**src/rtl/alu_issue_ctrl_if.sv**
```systemverilog
`default_nettype none
// ============================================================================
// Module   : alu_issue_ctrl_if
// Brief    : Instruction, ALU, register-file load/debug bundle for alu_issue_ctrl
// Revision : 1.0 - initial release
// ============================================================================
interface alu_issue_ctrl_if #(
    parameter int LEN = 16
);
    logic           instr_valid;
    logic           instr_ready;
    logic [3:0]     instr_op;
    logic [3:0]     instr_shamt;
    logic [3:0]     instr_rd;
    logic [3:0]     instr_rs2;
    logic [3:0]     instr_rs3;

    logic [LEN-1:0] alu_r2;
    logic [LEN-1:0] alu_r3;
    logic [3:0]     alu_opcode;
    logic [3:0]     alu_shift;
    logic           alu_execute;
    logic [LEN-1:0] alu_r1;
    logic [3:0]     alu_flags;

    logic           done;
    logic           done_err;
    logic [3:0]     flags_q;

    logic           ld_en;
    logic [3:0]     ld_addr;
    logic [LEN-1:0] ld_data;
    logic [3:0]     dbg_addr;
    logic [LEN-1:0] dbg_data;

    // Controller side
    modport slave (
        input  instr_valid, instr_op, instr_shamt, instr_rd, instr_rs2, instr_rs3,
        output instr_ready,
        output alu_r2, alu_r3, alu_opcode, alu_shift, alu_execute,
        input  alu_r1, alu_flags,
        output done, done_err, flags_q,
        input  ld_en, ld_addr, ld_data, dbg_addr,
        output dbg_data
    );

    // Fetch/decode + ALU side
    modport master (
        output instr_valid, instr_op, instr_shamt, instr_rd, instr_rs2, instr_rs3,
        input  instr_ready,
        input  alu_r2, alu_r3, alu_opcode, alu_shift, alu_execute,
        output alu_r1, alu_flags,
        input  done, done_err, flags_q,
        output ld_en, ld_addr, ld_data, dbg_addr,
        input  dbg_data
    );
endinterface
`default_nettype wire

```
**src/rtl/alu_issue_ctrl.sv**
```systemverilog
`default_nettype none
// ============================================================================
// Module   : alu_issue_ctrl
// Brief    : IDLE/EXEC/WB sequencer driving a combinational 16-bit ALU,
//            with a 16x16 register file and committed flags register.
// Revision : 1.0 - initial release
// ============================================================================
module alu_issue_ctrl #(
    parameter int LEN      = 16,
    parameter int MULT_LAT = 3
) (
    input  wire logic        clk,
    input  wire logic        reset,
    alu_issue_ctrl_if.slave  bus
);

    localparam int         c_CNT_W   = (MULT_LAT < 2) ? 1 : $clog2(MULT_LAT + 1);
    localparam logic [3:0] c_OP_SUB  = 4'd1;
    localparam logic [3:0] c_OP_MULT = 4'd2;
    localparam logic [3:0] c_OP_CMP  = 4'd9;

    typedef enum logic [1:0] {
        S_IDLE = 2'd0,
        S_EXEC = 2'd1,
        S_WB   = 2'd2
    } state_t;

    state_t               r_state;
    logic [LEN-1:0]       r_rf [16];
    logic [LEN-1:0]       r_opa;
    logic [LEN-1:0]       r_opb;
    logic [3:0]           r_alu_op;
    logic [3:0]           r_shamt;
    logic [3:0]           r_rd;
    logic                 r_is_cmp;
    logic                 r_illegal;
    logic [c_CNT_W-1:0]   r_cnt;
    logic                 r_exec;
    logic                 r_done;
    logic                 r_done_err;
    logic [3:0]           r_flags;

    logic                 w_op_illegal;

    assign w_op_illegal = (bus.instr_op > c_OP_CMP);

    always_ff @(posedge clk) begin
        if (reset) begin
            r_state    <= S_IDLE;
            for (int i = 0; i < 16; i++) r_rf[i] <= '0;
            r_opa      <= '0;
            r_opb      <= '0;
            r_alu_op   <= '0;
            r_shamt    <= '0;
            r_rd       <= '0;
            r_is_cmp   <= 1'b0;
            r_illegal  <= 1'b0;
            r_cnt      <= '0;
            r_exec     <= 1'b0;
            r_done     <= 1'b0;
            r_done_err <= 1'b0;
            r_flags    <= '0;
        end else begin
            r_done     <= 1'b0;
            r_done_err <= 1'b0;

            // Debug load first so a same-cycle writeback to the same index overrides it
            if (bus.ld_en) r_rf[bus.ld_addr] <= bus.ld_data;

            case (r_state)
                S_IDLE: begin
                    if (bus.instr_valid) begin
                        r_opa     <= r_rf[bus.instr_rs2];
                        r_opb     <= r_rf[bus.instr_rs3];
                        r_alu_op  <= (bus.instr_op == c_OP_CMP) ? c_OP_SUB : bus.instr_op;
                        r_shamt   <= bus.instr_shamt;
                        r_rd      <= bus.instr_rd;
                        r_is_cmp  <= (bus.instr_op == c_OP_CMP);
                        r_illegal <= w_op_illegal;
                        r_exec    <= 1'b1;
                        if (w_op_illegal) begin
                            r_state    <= S_WB;
                            r_done     <= 1'b1;
                            r_done_err <= 1'b1;
                        end else begin
                            r_cnt   <= (bus.instr_op == c_OP_MULT) ? c_CNT_W'(MULT_LAT)
                                                                  : c_CNT_W'(1);
                            r_state <= S_EXEC;
                        end
                    end
                end
                S_EXEC: begin
                    r_cnt <= r_cnt - c_CNT_W'(1);
                    if (r_cnt <= c_CNT_W'(1)) begin
                        r_state <= S_WB;
                        r_done  <= 1'b1;
                    end
                end
                S_WB: begin
                    if (!r_illegal) begin
                        r_flags <= bus.alu_flags;
                        if (!r_is_cmp) r_rf[r_rd] <= bus.alu_r1;
                    end
                    r_exec  <= 1'b0;
                    r_state <= S_IDLE;
                end
                default: begin
                    r_exec  <= 1'b0;
                    r_state <= S_IDLE;
                end
            endcase
        end
    end

    assign bus.instr_ready = (r_state == S_IDLE);
    assign bus.alu_r2      = r_opa;
    assign bus.alu_r3      = r_opb;
    assign bus.alu_opcode  = r_alu_op;
    assign bus.alu_shift   = r_shamt;
    assign bus.alu_execute = r_exec;
    assign bus.done        = r_done;
    assign bus.done_err    = r_done_err;
    assign bus.flags_q     = r_flags;
    assign bus.dbg_data    = r_rf[bus.dbg_addr];

endmodule
`default_nettype wire
```
**src/flat_wrapper.sv**
```systemverilog
// flat-port wrapper written by rule: the top's interface ports become plain ports
module alu_issue_ctrl_flat 
#(
    parameter int LEN      = 16,
    parameter int MULT_LAT = 3
)
  (clk, reset, bus_instr_valid, bus_instr_op, bus_instr_shamt, bus_instr_rd, bus_instr_rs2, bus_instr_rs3, bus_instr_ready, bus_alu_r2, bus_alu_r3, bus_alu_opcode, bus_alu_shift, bus_alu_execute, bus_alu_r1, bus_alu_flags, bus_done, bus_done_err, bus_flags_q, bus_ld_en, bus_ld_addr, bus_ld_data, bus_dbg_addr, bus_dbg_data);
  alu_issue_ctrl_if #(.LEN(LEN)) bus_i ();
  input  wire logic clk;
  input  wire logic reset;
  input wire logic [$bits(bus_i.instr_valid)-1:0] bus_instr_valid;
  input wire logic [$bits(bus_i.instr_op)-1:0] bus_instr_op;
  input wire logic [$bits(bus_i.instr_shamt)-1:0] bus_instr_shamt;
  input wire logic [$bits(bus_i.instr_rd)-1:0] bus_instr_rd;
  input wire logic [$bits(bus_i.instr_rs2)-1:0] bus_instr_rs2;
  input wire logic [$bits(bus_i.instr_rs3)-1:0] bus_instr_rs3;
  output wire logic [$bits(bus_i.instr_ready)-1:0] bus_instr_ready;
  output wire logic [$bits(bus_i.alu_r2)-1:0] bus_alu_r2;
  output wire logic [$bits(bus_i.alu_r3)-1:0] bus_alu_r3;
  output wire logic [$bits(bus_i.alu_opcode)-1:0] bus_alu_opcode;
  output wire logic [$bits(bus_i.alu_shift)-1:0] bus_alu_shift;
  output wire logic [$bits(bus_i.alu_execute)-1:0] bus_alu_execute;
  input wire logic [$bits(bus_i.alu_r1)-1:0] bus_alu_r1;
  input wire logic [$bits(bus_i.alu_flags)-1:0] bus_alu_flags;
  output wire logic [$bits(bus_i.done)-1:0] bus_done;
  output wire logic [$bits(bus_i.done_err)-1:0] bus_done_err;
  output wire logic [$bits(bus_i.flags_q)-1:0] bus_flags_q;
  input wire logic [$bits(bus_i.ld_en)-1:0] bus_ld_en;
  input wire logic [$bits(bus_i.ld_addr)-1:0] bus_ld_addr;
  input wire logic [$bits(bus_i.ld_data)-1:0] bus_ld_data;
  input wire logic [$bits(bus_i.dbg_addr)-1:0] bus_dbg_addr;
  output wire logic [$bits(bus_i.dbg_data)-1:0] bus_dbg_data;
  assign bus_i.instr_valid = bus_instr_valid;
  assign bus_i.instr_op = bus_instr_op;
  assign bus_i.instr_shamt = bus_instr_shamt;
  assign bus_i.instr_rd = bus_instr_rd;
  assign bus_i.instr_rs2 = bus_instr_rs2;
  assign bus_i.instr_rs3 = bus_instr_rs3;
  assign bus_instr_ready = bus_i.instr_ready;
  assign bus_alu_r2 = bus_i.alu_r2;
  assign bus_alu_r3 = bus_i.alu_r3;
  assign bus_alu_opcode = bus_i.alu_opcode;
  assign bus_alu_shift = bus_i.alu_shift;
  assign bus_alu_execute = bus_i.alu_execute;
  assign bus_i.alu_r1 = bus_alu_r1;
  assign bus_i.alu_flags = bus_alu_flags;
  assign bus_done = bus_i.done;
  assign bus_done_err = bus_i.done_err;
  assign bus_flags_q = bus_i.flags_q;
  assign bus_i.ld_en = bus_ld_en;
  assign bus_i.ld_addr = bus_ld_addr;
  assign bus_i.ld_data = bus_ld_data;
  assign bus_i.dbg_addr = bus_dbg_addr;
  assign bus_dbg_data = bus_i.dbg_data;
  alu_issue_ctrl #(.LEN(LEN), .MULT_LAT(MULT_LAT)) u_core (.clk(clk), .reset(reset), .bus(bus_i));
endmodule
```
**config.mk**
```make
export PLATFORM = sky130hd
export DESIGN_NAME = alu_issue_ctrl_flat
export DESIGN_NICKNAME = d
export VERILOG_FILES = /design/src/rtl/alu_issue_ctrl_if.sv /design/src/rtl/alu_issue_ctrl.sv /design/src/flat_wrapper.sv
export SDC_FILE = /design/constraint.sdc
export NUM_CORES = 1
export LEC_CHECK = 0
export ABC_CLOCK_PERIOD_IN_PS = 2200
export CORE_MARGIN = 10
export CORE_UTILIZATION = 37
export DETAILED_ROUTE_END_ITERATION = 10
export PLACE_DENSITY_LB_ADDON = 0.1
export SETUP_SLACK_MARGIN = 0.02
export SKIP_CTS_REPAIR_TIMING = 1
export SYNTH_ARGS = -nofsm -noshare
export SYNTH_HDL_FRONTEND = slang
export SYNTH_SLANG_ARGS = --single-unit
export TNS_END_PERCENT = 20
```
**constraint.sdc**
```tcl
create_clock -name clk -period 2.2 [get_ports clk]
set_clock_uncertainty 0.05 [all_clocks]
set_input_delay 0.22 -clock clk [delete_from_list [all_inputs] [get_ports clk]]
set_output_delay 0.22 -clock clk [all_outputs]
set_load 0.05 [all_outputs]
```
# [Word-level counts from Yosys, hierarchy flattened]
# Memories as Yosys holds them, arrays and structs flattened. A register that Yosys moved wholly into a read port is not among the register bits.
# Cells that the tools add are included.
[op_classes] addsub=1 magnitude_cmp=2 n_eq_ne=7 n_mux=31 n_bitwise=3 n_reduce_logical=10
[ops] operator="16-bit two-way mux" n=2
[ops] operator="16-bit OR reduction" n=2
[ops] operator="1-bit two-way mux" n=16
[ops] operator="2-bit two-way mux" n=6
[ops] operator="4-bit two-way mux" n=3
[ops] operator="2-bit one-hot mux with 2 select lines" n=2
[ops] operator="2-bit AND reduction" n=4
[ops] operator="4-bit by 2-bit equality test with 1-bit output (second input constant)" n=1
[ops] operator="4-bit equality test (second input constant)" n=1
[ops] operator="4-bit > comparator (second input constant)" n=1
[ops] operator="2-bit inequality test (second input constant)" n=2
[ops] operator="1-bit one-hot mux with 2 select lines" n=2
[ops] operator="1-bit inverter" n=3
[ops] operator="3-bit AND reduction" n=1
[ops] operator="2-bit by 1-bit equality test with 1-bit output (second input constant)" n=1
[ops] operator="2-bit equality test (second input constant)" n=1
[ops] operator="2-bit by 1-bit <= comparator with 1-bit output (second input constant)" n=1
[ops] operator="2-bit logical NOT" n=1
[ops] operator="2-bit by 1-bit inequality test with 1-bit output (second input constant)" n=1
[ops] operator="2-bit nonzero test" n=1
[ops] operator="2-bit OR reduction" n=1
[ops] operator="2-bit by 1-bit subtractor with 2-bit output (second input constant)" n=1
[totals] regBits=25 mem_bits_rw=256 inputBits=68 output_inout_bits=64 word_cells=66 n_memories=1
[memory_table] name="u_core.r_rf" depth=16 width=16 read_ports=3 rd_clocked_by_memory_dff=2 write_ports=16 line="alu_issue_ctrl.sv:29" text="logic [LEN-1:0] r_rf [16];"

# [Depth between registers and ports, before layout]
# Gate-level depths: netlist (run 1).
[depth] word_depth=7 depth_mapped=7 depth_no_buf=5

# [Worst setup path before layout (run 1)]
# No wires, ideal clock.
[synth_path] path_kind="register -> register" start="reg u_core.r_state[1]" end="mem u_core.r_rf[6][0] (enable)" setup_time_ps=372 arrival_ps=1978 required_time_ps=1778 path_slack_ps=-200 path_stages_with_launch=8 n_path_buf=3 period_less_slack_ps=2400 path_cell_list="dfxtp_1 -> buf_4 -> nor3b_4 -> nand4_4 -> or3_1 -> buf_6 -> buf_6 -> nand2_1"
[synth_lines] item="start, declared" line="alu_issue_ctrl.sv:28" text="state_t r_state;"
[synth_lines] item="start signal, assigned" line="alu_issue_ctrl.sv:49" text="r_state <= S_IDLE;"
[synth_lines] item="start signal, assigned" line="alu_issue_ctrl.sv:82" text="r_state <= S_WB;"
[synth_lines] item="start signal, assigned" line="alu_issue_ctrl.sv:88" text="r_state <= S_EXEC;"
[synth_lines] item="end, declared" line="alu_issue_ctrl.sv:29"

==> metrics, run 1 <==
Final #Nets=1985; minimum clock period=2.57 ns; Finish-stage setup viols=16; Cells after Synth=1748; Finished Layout Cells=2644; FMAX=0.390 GHz; via count=17021; standard-cell row count=85; Slowest-stage cell, CP=edfxtp_1; crit path kind=flop to primary output; clk root buf=clkbuf_16; Seq cells post-synth=313; Layout fillers=4833; failing checks=setup timing; ys async rst share=0; CP Capture Type=primary output; Crit path top cell by count=mux4_2; CTS tree=done; vias in the first global route=16514; area leader, netlist=edfxtp_1; initial drt markers=2515; status=finished, violations left; H-Tree Depth=2; post-synthesis sequential area ratio=0.442; first-pass GRT wire length=123000 um; critical-path cell list=mux4_2 -> mux4_2 -> buf_6; largest net degree at the start of global routing=65; post-synth net total=1817; routed vias/inst=6.44; slew of the pin with the lowest slew margin=0.774 ns; area post-placement=23400 um^2; Area contributors post-synth=edfxtp_1 (38%), mux4_2 (23%), dfxtp_1 (5.7%); RSZ-0062 raised after global routing=yes; slew margin rel.=0.482; CTS Buffer Depth=3; Hold Fails Final Rpt=0; Mapped Area=20000 um^2; Layout area overhead=24.7%; Ports=132; Fin Hold WS=0.126 ns; Post-synth EDFFs=256; total leakage power=8.73 nW; most common cell after layout, fill and taps aside=edfxtp_1; worst setup margin=-0.367 ns; post-synth top area share=0.385; Critical Path AT=2.30 ns; Hold Crit Class=input pin to flop; Synth Flop Type=edfxtp_1; final max-slew violation count=0; CP startpoint kind=flop; peak supply drop=0.440 mV; mean routed wirelength per cell=32.8 um; post-route ant nets=0; antenna violations before repair=1; total CTS buffers=39; post-synthesis area per instance=11.4 um^2; Die Ht=252 um; total global-route track usage=0.270; Synth cell types=46; Die X=252 um; crit path max fanout=2; design area=24900 um^2; Largest stage delay, worst path=0.55 ns; Power Density=682 nW/um^2; Sink Count=313; most frequent cells in the layout=edfxtp_1 (256), nand2_1 (251), nand3_1 (226), o21ai_0 (220), mux4_2 (208); clock-pin slew on the worst setup and hold paths=0.06 ns; Warnings, synthesis=0; final period utilization=1.17; Detailed Routing Iterations Pass 1=6; gr ovfl total=0; fraction of layout cells with a size suffix above 1=0.276; Port Buffer Count=131; DP HPWL=62500 um; Final Wtd Congestion=0.946; routed wire length=86800 um; DIE AREA=63700 um^2; Worst-Skew Late Latency=0.57 ns; MaxCap Viol Count=0; drt drc=0; Critical Path RT=1.93 ns; final core utilization=0.465; core area=53600 um^2; Placed Instances=2560; initial core utilization=0.373
==> cell type report <==
cell class,instances,area (um^2),area share
timing repair buffer,353,3590,0.144
antenna,2,5.00,0.000201
inverter,18,67.6,0.00271
clock buffer,56,1180,0.0475
sequential,313,8830,0.354
clock inverter,15,155,0.00623
tap,696,871,0.0350
multi-input combinational,1191,10200,0.410
==> path summary, 6_finish.rpt <==
path	depth (start not counted)	startpoint	slack, ns	end
worst max register to register	5	u_core.r_state[0]$_SDFFE_PP0P_	0.01	u_core.r_rf[9][14]$_DFFE_PP_
worst min-delay path	3	reset	0.13	u_core.r_state[0]$_SDFFE_PP0P_
worst max-delay path	3	u_core.r_rf[1][14]$_DFFE_PP_	-0.37	bus_dbg_data[14]
worst min register to register	2	u_core.bus.alu_opcode[2]$_SDFFE_PP0P_	0.40	u_core.bus.alu_opcode[2]$_SDFFE_PP0P_
==> flip-flops by register name, indices dropped and copies added (netlist names) <==
register / cells
u_core.bus.alu_execute: 1
u_core.bus.alu_opcode: 4
u_core.bus.alu_r2: 16
u_core.bus.alu_r3: 16
u_core.bus.alu_shift: 4
u_core.bus.done: 1
u_core.bus.done_err: 1
u_core.bus.flags_q: 4
u_core.r_cnt: 2
u_core.r_illegal: 1
u_core.r_is_cmp: 1
u_core.r_rd: 4
u_core.r_rf: 256
u_core.r_state: 2
==> per-layer routing <==
layer	up-vias	track usage	wire (um)
li1	7074	-	-
met1	8640	0.354	33900
met2	1133	0.432	40400
met3	174	0.0587	9370
met4	0	0.0975	3190
met5	-	0	0
==> metrics by stage <==
stage	worst slack, ns	total power [W]	TNS, ns
floorplan	-0.0771	0.00884	-3.40
global placement	-0.216	0.0102	-17.07
detailed placement	-0.218	0.0103	-19.66
CTS	-0.441	0.0170	-6.13
global route	-0.392	0.0174	-5.69
finish	-0.367	0.0170	-5.20
==> report_power, final <==
part	internal [W]	switching (W)	total, W	leakage (nW)
Sequential	0.00673	0.000347	0.00708	3.03
Combinational	0.00138	0.00175	0.00313	5.05
Clock	0.00409	0.00268	0.00677	0.649
Total	0.0122	0.00478	0.0170	8.73
==> cell usage after synthesis, types with 2 or more instances <==
cell and instances:
nor2_1 22, o211ai_1 32, nor3_1 7, buf_2 58, o221ai_1 32, edfxtp_1 256
nand2_1 254, and4bb_2 2, nand3_1 226, clkbuf_2 4, nor2b_1 2, a21oi_1 18
and3b_1 2, mux4_2 208, or3_1 17, o21ai_0 220, and2_1 14, and4b_1 2
o21ai_1 6, dfxtp_1 57, mux2i_1 101, inv_1 17, buf_6 2, clkbuf_1 147
buf_1 14, nand2b_1 8
==> cells by family (layout without fill, tap and decap cells) <==
group	Yosys count	in the layout	share of synthesized area
and+or+nand+nor	570	570	0.133
DFF	313	313	0.442
AOI/OAI and AO/OA	311	311	0.0883
muxes	309	309	0.285
buffers and inverters	244	442	0.0507
adders and majority gates	1	1	0.000626
other	0	2	0
==> worst max-delay path, delay by kind of cell, from the launching register on <==
kind / cells / cell delay (ns)
buffers and inverters: 1 / 0.17
multiplexers: 2 / 1.00
flip-flops: 1 / 0.55
Note: power is estimated with default switching activity, not from simulation.
==> run 2: changes to the inputs <==
--- a/config.mk
+++ b/config.mk
@@ -5,7 +5,7 @@
 export SDC_FILE = /design/constraint.sdc
 export NUM_CORES = 1
 export LEC_CHECK = 0
-export ABC_CLOCK_PERIOD_IN_PS = 2200
+export ABC_CLOCK_PERIOD_IN_PS = 2800
 export CORE_MARGIN = 10
 export CORE_UTILIZATION = 37
 export DETAILED_ROUTE_END_ITERATION = 10
@@ -15,4 +15,3 @@
 export SYNTH_ARGS = -nofsm -noshare
 export SYNTH_HDL_FRONTEND = slang
 export SYNTH_SLANG_ARGS = --single-unit
-export TNS_END_PERCENT = 20
==> constraint.sdc (replaced) <==
create_clock -name clk -period 2.8 [get_ports clk]
set_clock_uncertainty 0.05 [all_clocks]
set_input_delay 0.28 -clock clk [delete_from_list [all_inputs] [get_ports clk]]
set_output_delay 0.28 -clock clk [all_outputs]
set_load 0.05 [all_outputs]
==> run 2 against run 1 <==
Against the previous run:
- the run now ends clean
- global-route usage is 0.64 points higher
- sequential power is 21% lower
- clock power is 26% lower
- routed wire length is 2.2% higher
- first-iteration DRC count is 13% lower
- die area stayed put
- clock-buffer cell count is 11 lower
- flip-flop and latch count stayed put
- register-to-register slack better by 0.35 ns
- critical endpoint is now bus_dbg_data[10]
- highest routed layer unchanged
==> metrics, run 2 (synthesis gave the netlist of run 1 again) <==
DP HPWL=62600 um (was 62500 um); slew of the pin with the lowest slew margin=1.01 ns (was 0.774 ns); critical-path cell list=mux4_2 -> mux4_2 -> buf_4 (was mux4_2 -> mux4_2 -> buf_6); Final #Nets=1909 (was 1985); gr ovfl total=0 (unchanged); FMAX=0.377 GHz; drt drc=0 (unchanged); initial drt markers=2180 (was 2515); Slowest-stage cell, CP=mux4_2 (was edfxtp_1); standard-cell row count=85 (unchanged); Critical Path AT=2.32 ns (was 2.30 ns); Die X=252 um (unchanged); DIE AREA=63700 um^2 (unchanged); Levels on crit path=3 (unchanged); dpl ws=0.160 ns (was -0.218 ns); Crit. Startpoint=u_core.r_rf[9][10]$_DFFE_PP_ (was u_core.r_rf[1][14]$_DFFE_PP_); antenna violations before repair=2 (was 1); fraction of layout cells with a size suffix above 1=0.242 (was 0.276); worst setup margin=0.148 ns (was -0.367 ns); clock-pin slew on the worst setup and hold paths=0.06 ns (about the same); CTS Buffer Depth=3 (unchanged); total CTS buffers=38 (was 39); register bank with the most flops=u_core.r_rf (unchanged); Largest register FFs=256 (unchanged); vias in the first global route=16610 (was 16514); CTS tree=done (unchanged); R2R cell count=5 (unchanged); MaxCap Viol Count=0 (unchanged); Final Wtd Congestion=0.943 (was 0.946); via count=16940 (was 17021); Detailed Routing Iterations Pass 1=6 (unchanged); crit path max fanout=3 (was 2); total global-route track usage=0.276 (was 0.270); clk root buf=clkbuf_16 (unchanged); Hold Fails Final Rpt=0 (unchanged); Die Ht=252 um (unchanged); final max-slew violation count=0 (unchanged); Antenna diodes=0 (was 2); core area=53600 um^2 (unchanged); Critical R2R Launch=u_core.r_state[0]$_SDFFE_PP0P_ (unchanged); Layout area overhead=18.9% (was 24.7%); r2r setup slk=0.36 ns (was 0.01 ns); Largest stage delay, worst path=0.52 ns (was 0.55 ns); total leakage power=8.13 nW (was 8.73 nW); final period utilization=0.947; initial core utilization=0.373 (unchanged); Critical R2R Capture=u_core.r_rf[13][2]$_DFFE_PP_ (was u_core.r_rf[9][14]$_DFFE_PP_); most common cell after layout, fill and taps aside=edfxtp_1 (unchanged); post-route ant nets=0 (unchanged); CP startpoint kind=flop (unchanged); Crit path top cell by count=mux4_2 (unchanged); Worst Hold Depth=2 (was 3); mean routed wirelength per cell=34.6 um (was 32.8 um); minimum clock period=2.65 ns; Power Density=542 nW/um^2 (was 682 nW/um^2); Hold Crit Class=input pin to flop (unchanged); Critical Path RT=2.47 ns (was 1.93 ns); Setup TNS Final=0 ns (was -5.20 ns); Port Buffer Count=131 (unchanged); Buf+Inv Stages, Crit Path=1 (unchanged); Ports=132 (unchanged); worst setup path endpoint=bus_dbg_data[10] (was bus_dbg_data[14]); CP delay by family, top=multiplexers (unchanged); routed vias/inst=6.61 (was 6.44); routed wire length=88700 um (was 86800 um); most frequent cells in the layout=edfxtp_1 (256), nand2_1 (254), nand3_1 (226), o21ai_0 (220), mux4_2 (208) (was edfxtp_1 (256), nand2_1 (251), nand3_1 (226), o21ai_0 (220), mux4_2 (208)); crit path kind=flop to primary output (unchanged); RSZ-0062 raised after global routing=no (was yes); Sink Count=313 (unchanged); status=finished clean (was finished, violations left); Design Power=0.0129 W (was 0.0170 W); H-Tree Depth=2 (unchanged); Worst-Skew Late Latency=0.58 ns (was 0.57 ns); CP Capture Type=primary output (unchanged); peak supply drop=0.311 mV (was 0.440 mV); largest net degree at the start of global routing=65 (unchanged); Finish-stage setup viols=0 (was 16); first-pass GRT wire length=126000 um (was 123000 um); slew margin rel.=0.326 (was 0.482)
-- run 2: worst min path at each step --
stage	end	startpoint	slack [ns]
6_report	u_core.bus.flags_q[3]$_SDFFE_PP0P_	reset	0.08
2_1_floorplan	u_core.r_rd[3]$_SDFFE_PP0P_	bus_instr_rd[3]	0.37
3_3_place_gp	u_core.bus.alu_opcode[0]$_SDFFE_PP0P_	u_core.bus.alu_opcode[0]$_SDFFE_PP0P_	0.39
5_1_grt	u_core.bus.flags_q[0]$_SDFFE_PP0P_	reset	0.08
4_1_cts	u_core.bus.flags_q[2]$_SDFFE_PP0P_	reset	0.04
3_5_place_dp	u_core.bus.alu_opcode[2]$_SDFFE_PP0P_	u_core.bus.alu_opcode[2]$_SDFFE_PP0P_	0.40
-- run 2: per-layer routing --
| layer | routed length, um | track usage |
|---|---|---|
| met1 | 34600 | 0.360 |
| met4 | 3690 | 0.115 |
| met5 | 0 | 0 |
| met3 | 8530 | 0.0522 |
| met2 | 41900 | 0.445 |
-- run 2: cell type report --
| type | count | area [um^2] |
|---|---|---|
| tap | 696 | 871 |
| sequential | 313 | 8830 |
| inverter | 18 | 67.6 |
| clock buffer | 45 | 977 |
| clock inverter | 22 | 228 |
| fill | 4956 | 29800 |
| multi-input combinational | 1191 | 10200 |
| timing repair buffer | 278 | 2590 |
-- run 2: where the power goes --
group          leakage [nW]  switching (W)  internal [W]
clock network         0.580        0.00214       0.00287
registers              3.03       0.000271       0.00529
logic                  4.52        0.00137      0.000942
-- run 2: through the flow --
step | utilization | area [um^2] | instances | hold WS, ns
floorplan | - | 20000 | 1748 | 0.366
global placement | 0.421 | 22500 | 2496 | 0.393
detailed placement | 0.421 | 22500 | 2496 | 0.400
CTS | 0.443 | 23800 | 2563 | 0.0370
global route | 0.443 | 23800 | 2563 | 0.0783
finish | 0.443 | 23800 | 2563 | 0.0779
==> run 3: changes to the inputs <==
--- a/config.mk
+++ b/config.mk
@@ -5,6 +5,7 @@
 export SDC_FILE = /design/constraint.sdc
 export NUM_CORES = 1
 export LEC_CHECK = 0
+export ABC_AREA = 0
 export ABC_CLOCK_PERIOD_IN_PS = 2800
 export CORE_MARGIN = 10
 export CORE_UTILIZATION = 37
==> results of run 3 <==
Same layout as run 2: the final DEF is identical, and so are final timing and power.
